<file path="src/rtl/pe_operand_feeder.sv">
// pe_operand_feeder: collects serial (A,B) FP16 operand pairs into a flat
// LANES-wide vector and presents it to the MAC array for HOLD_CYCLES cycles,
// driving zeros otherwise. A staging bank plus an output bank allow a new
// vector to fill while the previous one is being presented.
module pe_operand_feeder #(
  parameter int unsigned LANES       = 49,
  parameter int unsigned DW          = 16,
  parameter int unsigned HOLD_CYCLES = 1
) (
  input  logic                  clk,
  input  logic                  rst,
  input  logic                  in_valid,
  output logic                  in_ready,
  input  logic [DW-1:0]         in_a,
  input  logic [DW-1:0]         in_b,
  input  logic                  flush,
  output logic                  out_valid,
  output logic [LANES*DW-1:0]   A_inputs,
  output logic [LANES*DW-1:0]   B_inputs,
  output logic [15:0]           vec_cnt
);

  localparam int unsigned VW = LANES * DW;
  localparam int unsigned IW = (LANES < 2) ? 1 : $clog2(LANES);
  localparam int unsigned HW = (HOLD_CYCLES < 2) ? 1 : $clog2(HOLD_CYCLES + 1);
  localparam logic [IW-1:0] LAST_IDX = IW'(LANES - 1);

  logic [IW-1:0] wr_idx;
  logic [HW-1:0] hold_cnt;
  logic [VW-1:0] stage_a;
  logic [VW-1:0] stage_b;
  logic [VW-1:0] merged_a_c;
  logic [VW-1:0] merged_b_c;
  logic          load_ok_c;
  logic          at_last_c;
  logic          accept_c;
  logic          issue_c;

  // Handshake, issue decision, and staging contents including this edge's pair
  always_comb begin
    load_ok_c  = (hold_cnt <= HW'(1));
    at_last_c  = (wr_idx == LAST_IDX);
    in_ready   = rst && !((at_last_c || flush) && !load_ok_c);
    accept_c   = in_valid && in_ready;
    // A full-vector accept already implies load_ok via in_ready; flush must
    // wait for the output bank explicitly since it may fire without an accept.
    issue_c    = (accept_c && at_last_c) ||
                 (flush && load_ok_c && ((wr_idx != '0) || accept_c));
    merged_a_c = stage_a;
    merged_b_c = stage_b;
    for (int k = 0; k < LANES; k++) begin
      if (accept_c && (wr_idx == IW'(k))) begin
        merged_a_c[k*DW +: DW] = in_a;
        merged_b_c[k*DW +: DW] = in_b;
      end
    end
  end

  // Staging bank and write pointer; cleared on every issue
  always_ff @(posedge clk) begin
    if (!rst) begin
      stage_a <= '0;
      stage_b <= '0;
      wr_idx  <= '0;
    end else if (issue_c) begin
      stage_a <= '0;
      stage_b <= '0;
      wr_idx  <= '0;
    end else if (accept_c) begin
      stage_a <= merged_a_c;
      stage_b <= merged_b_c;
      wr_idx  <= wr_idx + IW'(1);
    end
  end

  // Output bank: load on issue, hold for HOLD_CYCLES, then return to zero
  always_ff @(posedge clk) begin
    if (!rst) begin
      A_inputs  <= '0;
      B_inputs  <= '0;
      hold_cnt  <= '0;
      out_valid <= 1'b0;
      vec_cnt   <= '0;
    end else if (issue_c) begin
      A_inputs  <= merged_a_c;
      B_inputs  <= merged_b_c;
      hold_cnt  <= HW'(HOLD_CYCLES);
      out_valid <= 1'b1;
      vec_cnt   <= vec_cnt + 16'd1;
    end else if (hold_cnt != '0) begin
      hold_cnt  <= hold_cnt - HW'(1);
      out_valid <= (hold_cnt != HW'(1));
      if (hold_cnt == HW'(1)) begin
        A_inputs <= '0;
        B_inputs <= '0;
      end
    end
  end

endmodule

</file>
<file path="config.mk">
export PLATFORM = sky130hd
export DESIGN_NAME = pe_operand_feeder
export DESIGN_NICKNAME = d
export VERILOG_FILES = /design/src/rtl/pe_operand_feeder.sv
export SDC_FILE = /design/constraint.sdc
export NUM_CORES = 2
export LEC_CHECK = 0
export ABC_AREA = 1
export CAP_MARGIN = 20
export CORE_MARGIN = 2
export CORE_UTILIZATION = 25
export DETAILED_ROUTE_END_ITERATION = 12
export GPL_TIMING_DRIVEN = 0
export PLACE_DENSITY = 0.51
export REMOVE_ABC_BUFFERS = 1
export SYNTH_ARGS = -nofsm -noshare
export SYNTH_HDL_FRONTEND = slang
export SYNTH_SLANG_ARGS = --single-unit
</file>
<file path="constraint.sdc">
create_clock -name clk -period 2.8 [get_ports clk]
set_input_delay 0.56 -clock clk [delete_from_list [all_inputs] [get_ports clk]]
set_output_delay 0.56 -clock clk [all_outputs]
set_load 0.05 [all_outputs]
</file>
==> Word level (Yosys, flattened, before mapping) <==
Cells that the tools add are included.
W data, S select, Z words.
{ "op_classes": {"n_addsub": 3, "order_cmp": 1, "eq_ne": 48, "muxes": 105, "bitwise": 2, "n_reduce_logical": 63} }
{ "op_table": {"columns": ["cell", "n"], "rows": [
  ["$mux W784", 3],
  ["$mux W16", 98],
  ["$eq A6 B6 Y1 const B", 17],
  ["$eq A6 B5 Y1 const B", 16],
  ["$logic_and A1 B1 Y1", 54],
  ["$eq A6 B4 Y1 const B", 8],
  ["$eq A6 B3 Y1 const B", 4],
  ["$add A16 B1 Y16 const B", 1],
  ["$eq A6 B2 Y1 const B", 2],
  ["$add A6 B1 Y6 const B", 1],
  ["$eq A6 B1 Y1 const B", 1],
  ["$logic_not A6 Y1", 1],
  ["$reduce_bool A6 Y1", 1],
  ["$mux W1", 4],
  ["$logic_or A1 B1 Y1", 3],
  ["$logic_not A1 Y1", 2],
  ["$not A1 Y1", 2],
  ["$reduce_bool A2 Y1", 1],
  ["$reduce_or A2 Y1", 1],
  ["$le A1 B1 Y1 const B", 1],
  ["$sub A1 B1 Y1 const B", 1]
]} }
{ "totals": {"reg_bits": 3160, "in_bits": 36, "out_inout_bits": 1586, "wordCells": 230} }

==> Depth between registers and ports, before layout <==
{ "depth": {"word_depth": 10, "ltp_mapped": 14, "mapped_depth_nobuf": 11} }

==> Least setup slack after synthesis <==
No wires, ideal clock.
{ "synth_timing": {"kind": "input to register", "from": "input port rst", "to": "register stage_a[443]", "setup_time_ns": 0.115, "arrival_ns": 1.963, "t_required_ns": 2.685, "setup_slack_ns": 0.722, "stages": 10, "n_path_buf": 3, "path_cell_list": "buf_4 nand2_2 inv_2 nand2_1 inv_2 buf_2 nand2_1 clkbuf_1 o21ai_0 and2_1"} }
{ "synth_via": {"elab_chain_cells": 6, "elab_cells_between_ends": 10, "classes_between": "mux (1); bitwise (1); reduce/logical (8)"} }
{ "synth_lines": {"columns": ["element", "line", "text"], "rows": [
  ["from (decl)", "11", "input logic rst,"],
  ["$logic_and A1 B1 Y1", "43", "in_ready = rst && !((at_last_c || flush) && !load_ok_c);"],
  ["$logic_and A1 B1 Y1", "44", "accept_c = in_valid && in_ready;"],
  ["$logic_or A1 B1 Y1", "48", "(flush && load_ok_c && ((wr_idx != '0) || accept_c));"],
  ["$logic_and A1 B1 Y1", "48", null],
  ["$logic_or A1 B1 Y1", "47", "issue_c = (accept_c && at_last_c) ||"],
  ["$reduce_or A2 Y1 (no source line)", null, null],
  ["to (signal assigned)", "70", "stage_a <= merged_a_c;"],
  ["to (decl)", "30", "logic [VW-1:0] stage_a;"]
]} }
Several ways; a longest one is shown, not always the timed one.
A chain may end at the register's enable or synchronous reset.

==> Worst setup path after layout <==
{ "layout_timing": {"from": "register wr_idx[1]", "to": "register A_inputs[200]"} }
{ "layout_via": {"elab_chain_cells": 10, "elab_cells_between_ends": 16, "classes_between": "eq/ne (2); mux (2); reduce/logical (12)"} }
{ "layout_lines": {"columns": ["element", "line", "text"], "rows": [
  ["from (decl)", "28", "logic [IW-1:0] wr_idx;"],
  ["from (signal assigned)", "72", "wr_idx <= wr_idx + IW'(1);"],
  ["$eq A6 B6 Y1", "42", "at_last_c = (wr_idx == LAST_IDX);"],
  ["$logic_or A1 B1 Y1", "43", null],
  ["$logic_and A1 B1 Y1", "43", null],
  ["$logic_not A1 Y1", "43", null],
  ["$logic_and A1 B1 Y1", "43", null],
  ["$logic_and A1 B1 Y1", "44", null],
  ["$logic_or A1 B1 Y1", "48", null],
  ["$logic_and A1 B1 Y1", "48", null],
  ["$logic_or A1 B1 Y1", "47", null],
  ["$mux W784 or $reduce_bool A2 Y1 (tied branches)", null, null],
  ["to (signal assigned)", "85", "A_inputs <= merged_a_c;"],
  ["to (decl)", "18", "output logic [LANES*DW-1:0] A_inputs,"]
]} }
Several ways; a longest one is shown, not always the timed one.

==> metrics.md <==
| Metric | Value |
|---|---|
| Wire per inst | `between 20 and 25 microns` |
| Final Hold Violating Endpoints | `0` |
| Number of nets at the end of the flow | `between 15000 and 20000` |
| Capture point of the critical path | `A_inputs[200]` |
| Clock Tree Root | `clkbuf_16` |
| Total power after layout | `roughly 100 mW` |
| Biggest area contributors in the synthesized netlist | `dfxtp_1 (56%), nand2_1 (16%), nand3_1 (7.0%)` |
| CTS tree | `done` |
| Post-synthesis mux area share | `0` |
| Max-slew violations | `0` |
| End of the worst register-to-register path | `A_inputs[200]` |
| Number of enable-type register cells in the synthesized netlist | `0` |
| DP Area | `around 140000 sq um` |
| Die area | `around 460000 sq um` |
| Clock latency on the worst-skew pair | `1.00 ns` |
| I/O pins | `between 1500 and 2000` |
| Startpoint type of the worst setup path | `flop` |
| Count of H-tree levels built during CTS | `5` |
| Data arrival time of the critical path | `about 3.7 ns` |
| Critical path endpoint category | `flop` |
| Post-synthesis share of cell area spent on full adders, half adders and majority gates | `0.0005512` |
| Die Wd | `between 600 and 700 microns` |
| Total non-filler cell area in the finished layout | `between 150000 and 200000 sq um` |
| Run status | `complete, but fails checks` |
| Leakage power | `77.26 nW` |
| XOR/XNOR Fraction of Synth Area | `0.0003087` |
| Startpoint-to-endpoint class of the critical path | `flop to flop` |
| Violations in the final reports | `setup timing` |
| Remaining routing DRC violations | `0` |
| Hold Slack | `0.1015 ns` |
| Most frequent CP cell | `buf_16` |
| Min-delay worst type | `input pin to flop` |
| Setup WS post-layout | `-0.03434 ns` |
| Main flop type after synthesis | `dfxtp_1` |
| Post-synthesis share of cell area spent on and, or, nand and nor gates | `0.3076` |
| Required time at the worst-slack endpoint | `3.68 ns` |
| Buffers plus inverters on the worst setup path | `12` |
| Share of synthesized area occupied by flip-flops and latches | `0.5573` |
| Initial standard-cell utilization of the core | `0.2509` |
| Maximum number of pins on one net before global-route repair | `roughly 180` |
| Slowest library cell on the worst path | `dfxtp_4` |
| Filler cells | `47120` |
| Distinct cell type count of the synthesized netlist | `29` |
| First-pass GRT wire length | `707.8 mm` |
| Pin slew with the least headroom to its limit | `about 1.3 ns` |
| Number of warnings issued by yosys | `0` |
| Cell type contributing the most total cell area after synthesis | `dfxtp_1` |
| Pwr dens | `633.0 nW/um^2` |
| Highest achievable clock rate | `0.3528 GHz` |
| Post-Synthesis Mean Instance Area | `~7.8 sq um` |
| Synthesized netlist cell count | `~15000` |
| Clock-pin slew on the worst setup and hold paths | `0.06 ns` |
| Worst R2R Setup Slack | `-0.03 ns` |
| Maximum clock path buffer count | `4` |
| Top cells by count, synth | `nand2_1 (4749), dfxtp_1 (3160), nand3_1 (1581), o21ai_0 (1344), and2_1 (1054)` |
| DRT antenna net count | `0` |
| Max_slew headroom | `0.1662` |
| Detailed-route wire length | `~530 mm` |
| Top Family by Delay on Critical Path | `buffers and inverters` |
| RSZ-0062 raised after global routing | `true` |
| Period minus WS final | `between 2 and 3 ns` |
| Number of synthesized register bits | `around 3200` |
| Number of vias per cell after detailed routing | `~4.6` |
| Crit. Startpoint | `wr_idx[1]` |
| Total standard cell area after synthesis | `roughly 110000 sq um` |
| Cells traversed along the worst timing path | `inv_4, ha_4, inv_4, nor2_4, buf_6, nand2_8, nand2_8, nand2_8, buf_6, nor2_4, buf_6, buf_16, buf_16, buf_16, buf_16, buf_16, buf_12, clkbuf_16, nand3_2, nand2_1` |
| Source of the worst register-to-register timing path | `wr_idx[1]` |
| Period utilization | `1.012` |
| HPWL after detailed placement | `317.3 mm` |
| Maximum ir drop on the vdd rail | `between 0.6 and 0.7 mV` |
| Layout Area Growth over Synthesis | `39.77%` |
| Compound-cell area share of the yosys netlist | `0.07005` |
| Ratio of cells with drive above 1 in the final layout | `0.08855` |
| RD Place Congestion | `approximately 0.8` |
| Via count of the first global-routing pass | `approximately 90000` |
| Vertical extent of the die | `roughly 680 microns` |
| Count of standard-cell rows | `around 250` |
| Number of search-and-repair iterations in the first detailed-routing pass | `6` |
| Global-route total usage across every layer | `0.2129` |
| Buffers added on ports | `about 1600` |
| Most numerous cell in the Yosys netlist | `nand2_1` |
| Total number of vias | `101200` |
| Worst path max stage delay | `about 0.36 ns` |
| Antenna violations before repair | `between 70 and 80` |
| Initial detailed-routing violation count | `approximately 8300` |
| TritonCTS buffer count | `about 360` |
| Clock tree skew after final layout | `between 0.08 and 0.09 ns` |
| Max-cap violation count | `0` |
| Pre-CTS setup slack | `-4.556 ns` |
| Core outline area | `~450000 sq um` |
| Final number of setup-violating endpoints | `11` |
| Leftover overflow at the end of global routing | `0` |
| Cells on worst reg2reg path | `20` |
| Critical path depth in cells | `20` |
| Number of clock sinks | `about 3200` |
| Portion of synthesized cell area occupied by the leading cell type | `0.5573` |
| Share of async-settable or async-resettable flops after synthesis | `0` |
| Largest driver fanout on the critical path | `8` |
| Main combinational cell family by area after synthesis | `simple AND/OR/NAND/NOR gates` |
-- timing repair --
| item | CTS | global route |
|---|---|---|
| resized for setup | 238 | 1004 |
| pin swaps | 45 | 139 |
| hold endpoints to repair | 22 | 0 |
| setup buffers | 103 | 62 |
| hold buffers | 3 | 0 |
| endpoints found under the setup margin | 4080 | 3014 |
| cloned | 104 | 67 |
-- placed cells by master (no fill, tap or decap), types with 164 or more instances in the layout --
cell | Yosys | final
nand2_1 | 4749 | 4607
and2_1 | 1054 | 1006
o21ai_0 | 1344 | 1342
buf_16 | 0 | 164
nor2_1 | 616 | 601
o21ai_1 | 165 | 167
clkdlybuf4s50_1 | 0 | 894
dlymetal6s2s_1 | 0 | 688
dfxtp_1 | 3160 | 3154
inv_1 | 628 | 597
nand3_1 | 1581 | 1485
clkbuf_16 | 0 | 411
-- power by group --
| group | switching [mW] | internal (mW) | leakage [nW] | total, mW |
|---|---|---|---|---|
| logic | 4.60 | 2.25 | 45.9 | 6.84 |
| registers | 0.0290 | 45.0 | 25.4 | 45.0 |
| clock network | 20.4 | 28.2 | 5.92 | 48.6 |
| total | 25.0 | 75.4 | 77.3 | 100 |
-- tightest hold or removal path: stages --
cell     delay, ns
buf_16        0.15
buf_12        0.18
o21ai_0       0.09
nor2_1        0.04
-- kinds of logic after synthesis --
| group | count (synthesis) |
|---|---|
| AO/OA/AOI/OAI | 1588 |
| XOR/XNOR | 4 |
| adder cells (fa/ha/maj) | 5 |
| buffers and inverters | 1784 |
| flip-flops | 3160 |
| AND/OR/NAND/NOR | 8039 |
-- how the worst min path moves through the flow --
stage	start	endpoint	slack (ns)	cells past startpoint
floorplan	stage_a[777]	stage_a[777]	0.45	2
global placement	B_inputs[243]	B_inputs[243]	0.45	2
detailed placement	A_inputs[238]	A_inputs[238]	0.45	2
CTS	rst	vec_cnt[2]	0.02	4
global route	rst	vec_cnt[2]	0.06	4
finish	rst	vec_cnt[2]	0.10	4
-- through the flow --
| stage | util | instances | TNS (ns) |
|---|---|---|---|
| floorplan | - | 13440 | - |
| global placement | 0.2925 | 21040 | - |
| detailed placement | 0.3035 | 21230 | -9477.93 |
| CTS | 0.3406 | 22060 | -114.47 |
| global route | 0.3505 | 22170 | -12.77 |
| finish | 0.3506 | 22210 | -0.1646 |
-- metal layers --
layer,global-route usage,up-vias,wire length (microns)
met4,0.1025,6,30100
li1,-,48700,-
met5,0,-,36
met2,0.3465,3207,241200
met3,0.05192,824,39400
met1,0.2633,48500,216900
-- flip-flops by register name, indices dropped and copies added, names as in the netlist --
name and count:
A_inputs 784, B_inputs 784, hold_cnt 1, out_valid 1, stage_a 784, stage_b 784
vec_cnt 16, wr_idx 6
-- cell type report --
cell class              count  area [sq um]  area share
clock inverters            93          1438    0.009062
flip-flops and latches   3160         63270      0.3988
diodes                     34         85.08   0.0005363
repair inverters            2         17.52   0.0001104
clock buffers             535         10640     0.06705
multi-input cells        9644         44620      0.2812
well taps                5976          7477     0.04713
repair buffers           2119         28510      0.1797
inverters                 642          2592     0.01634
(Power assumes the default switching activity.)
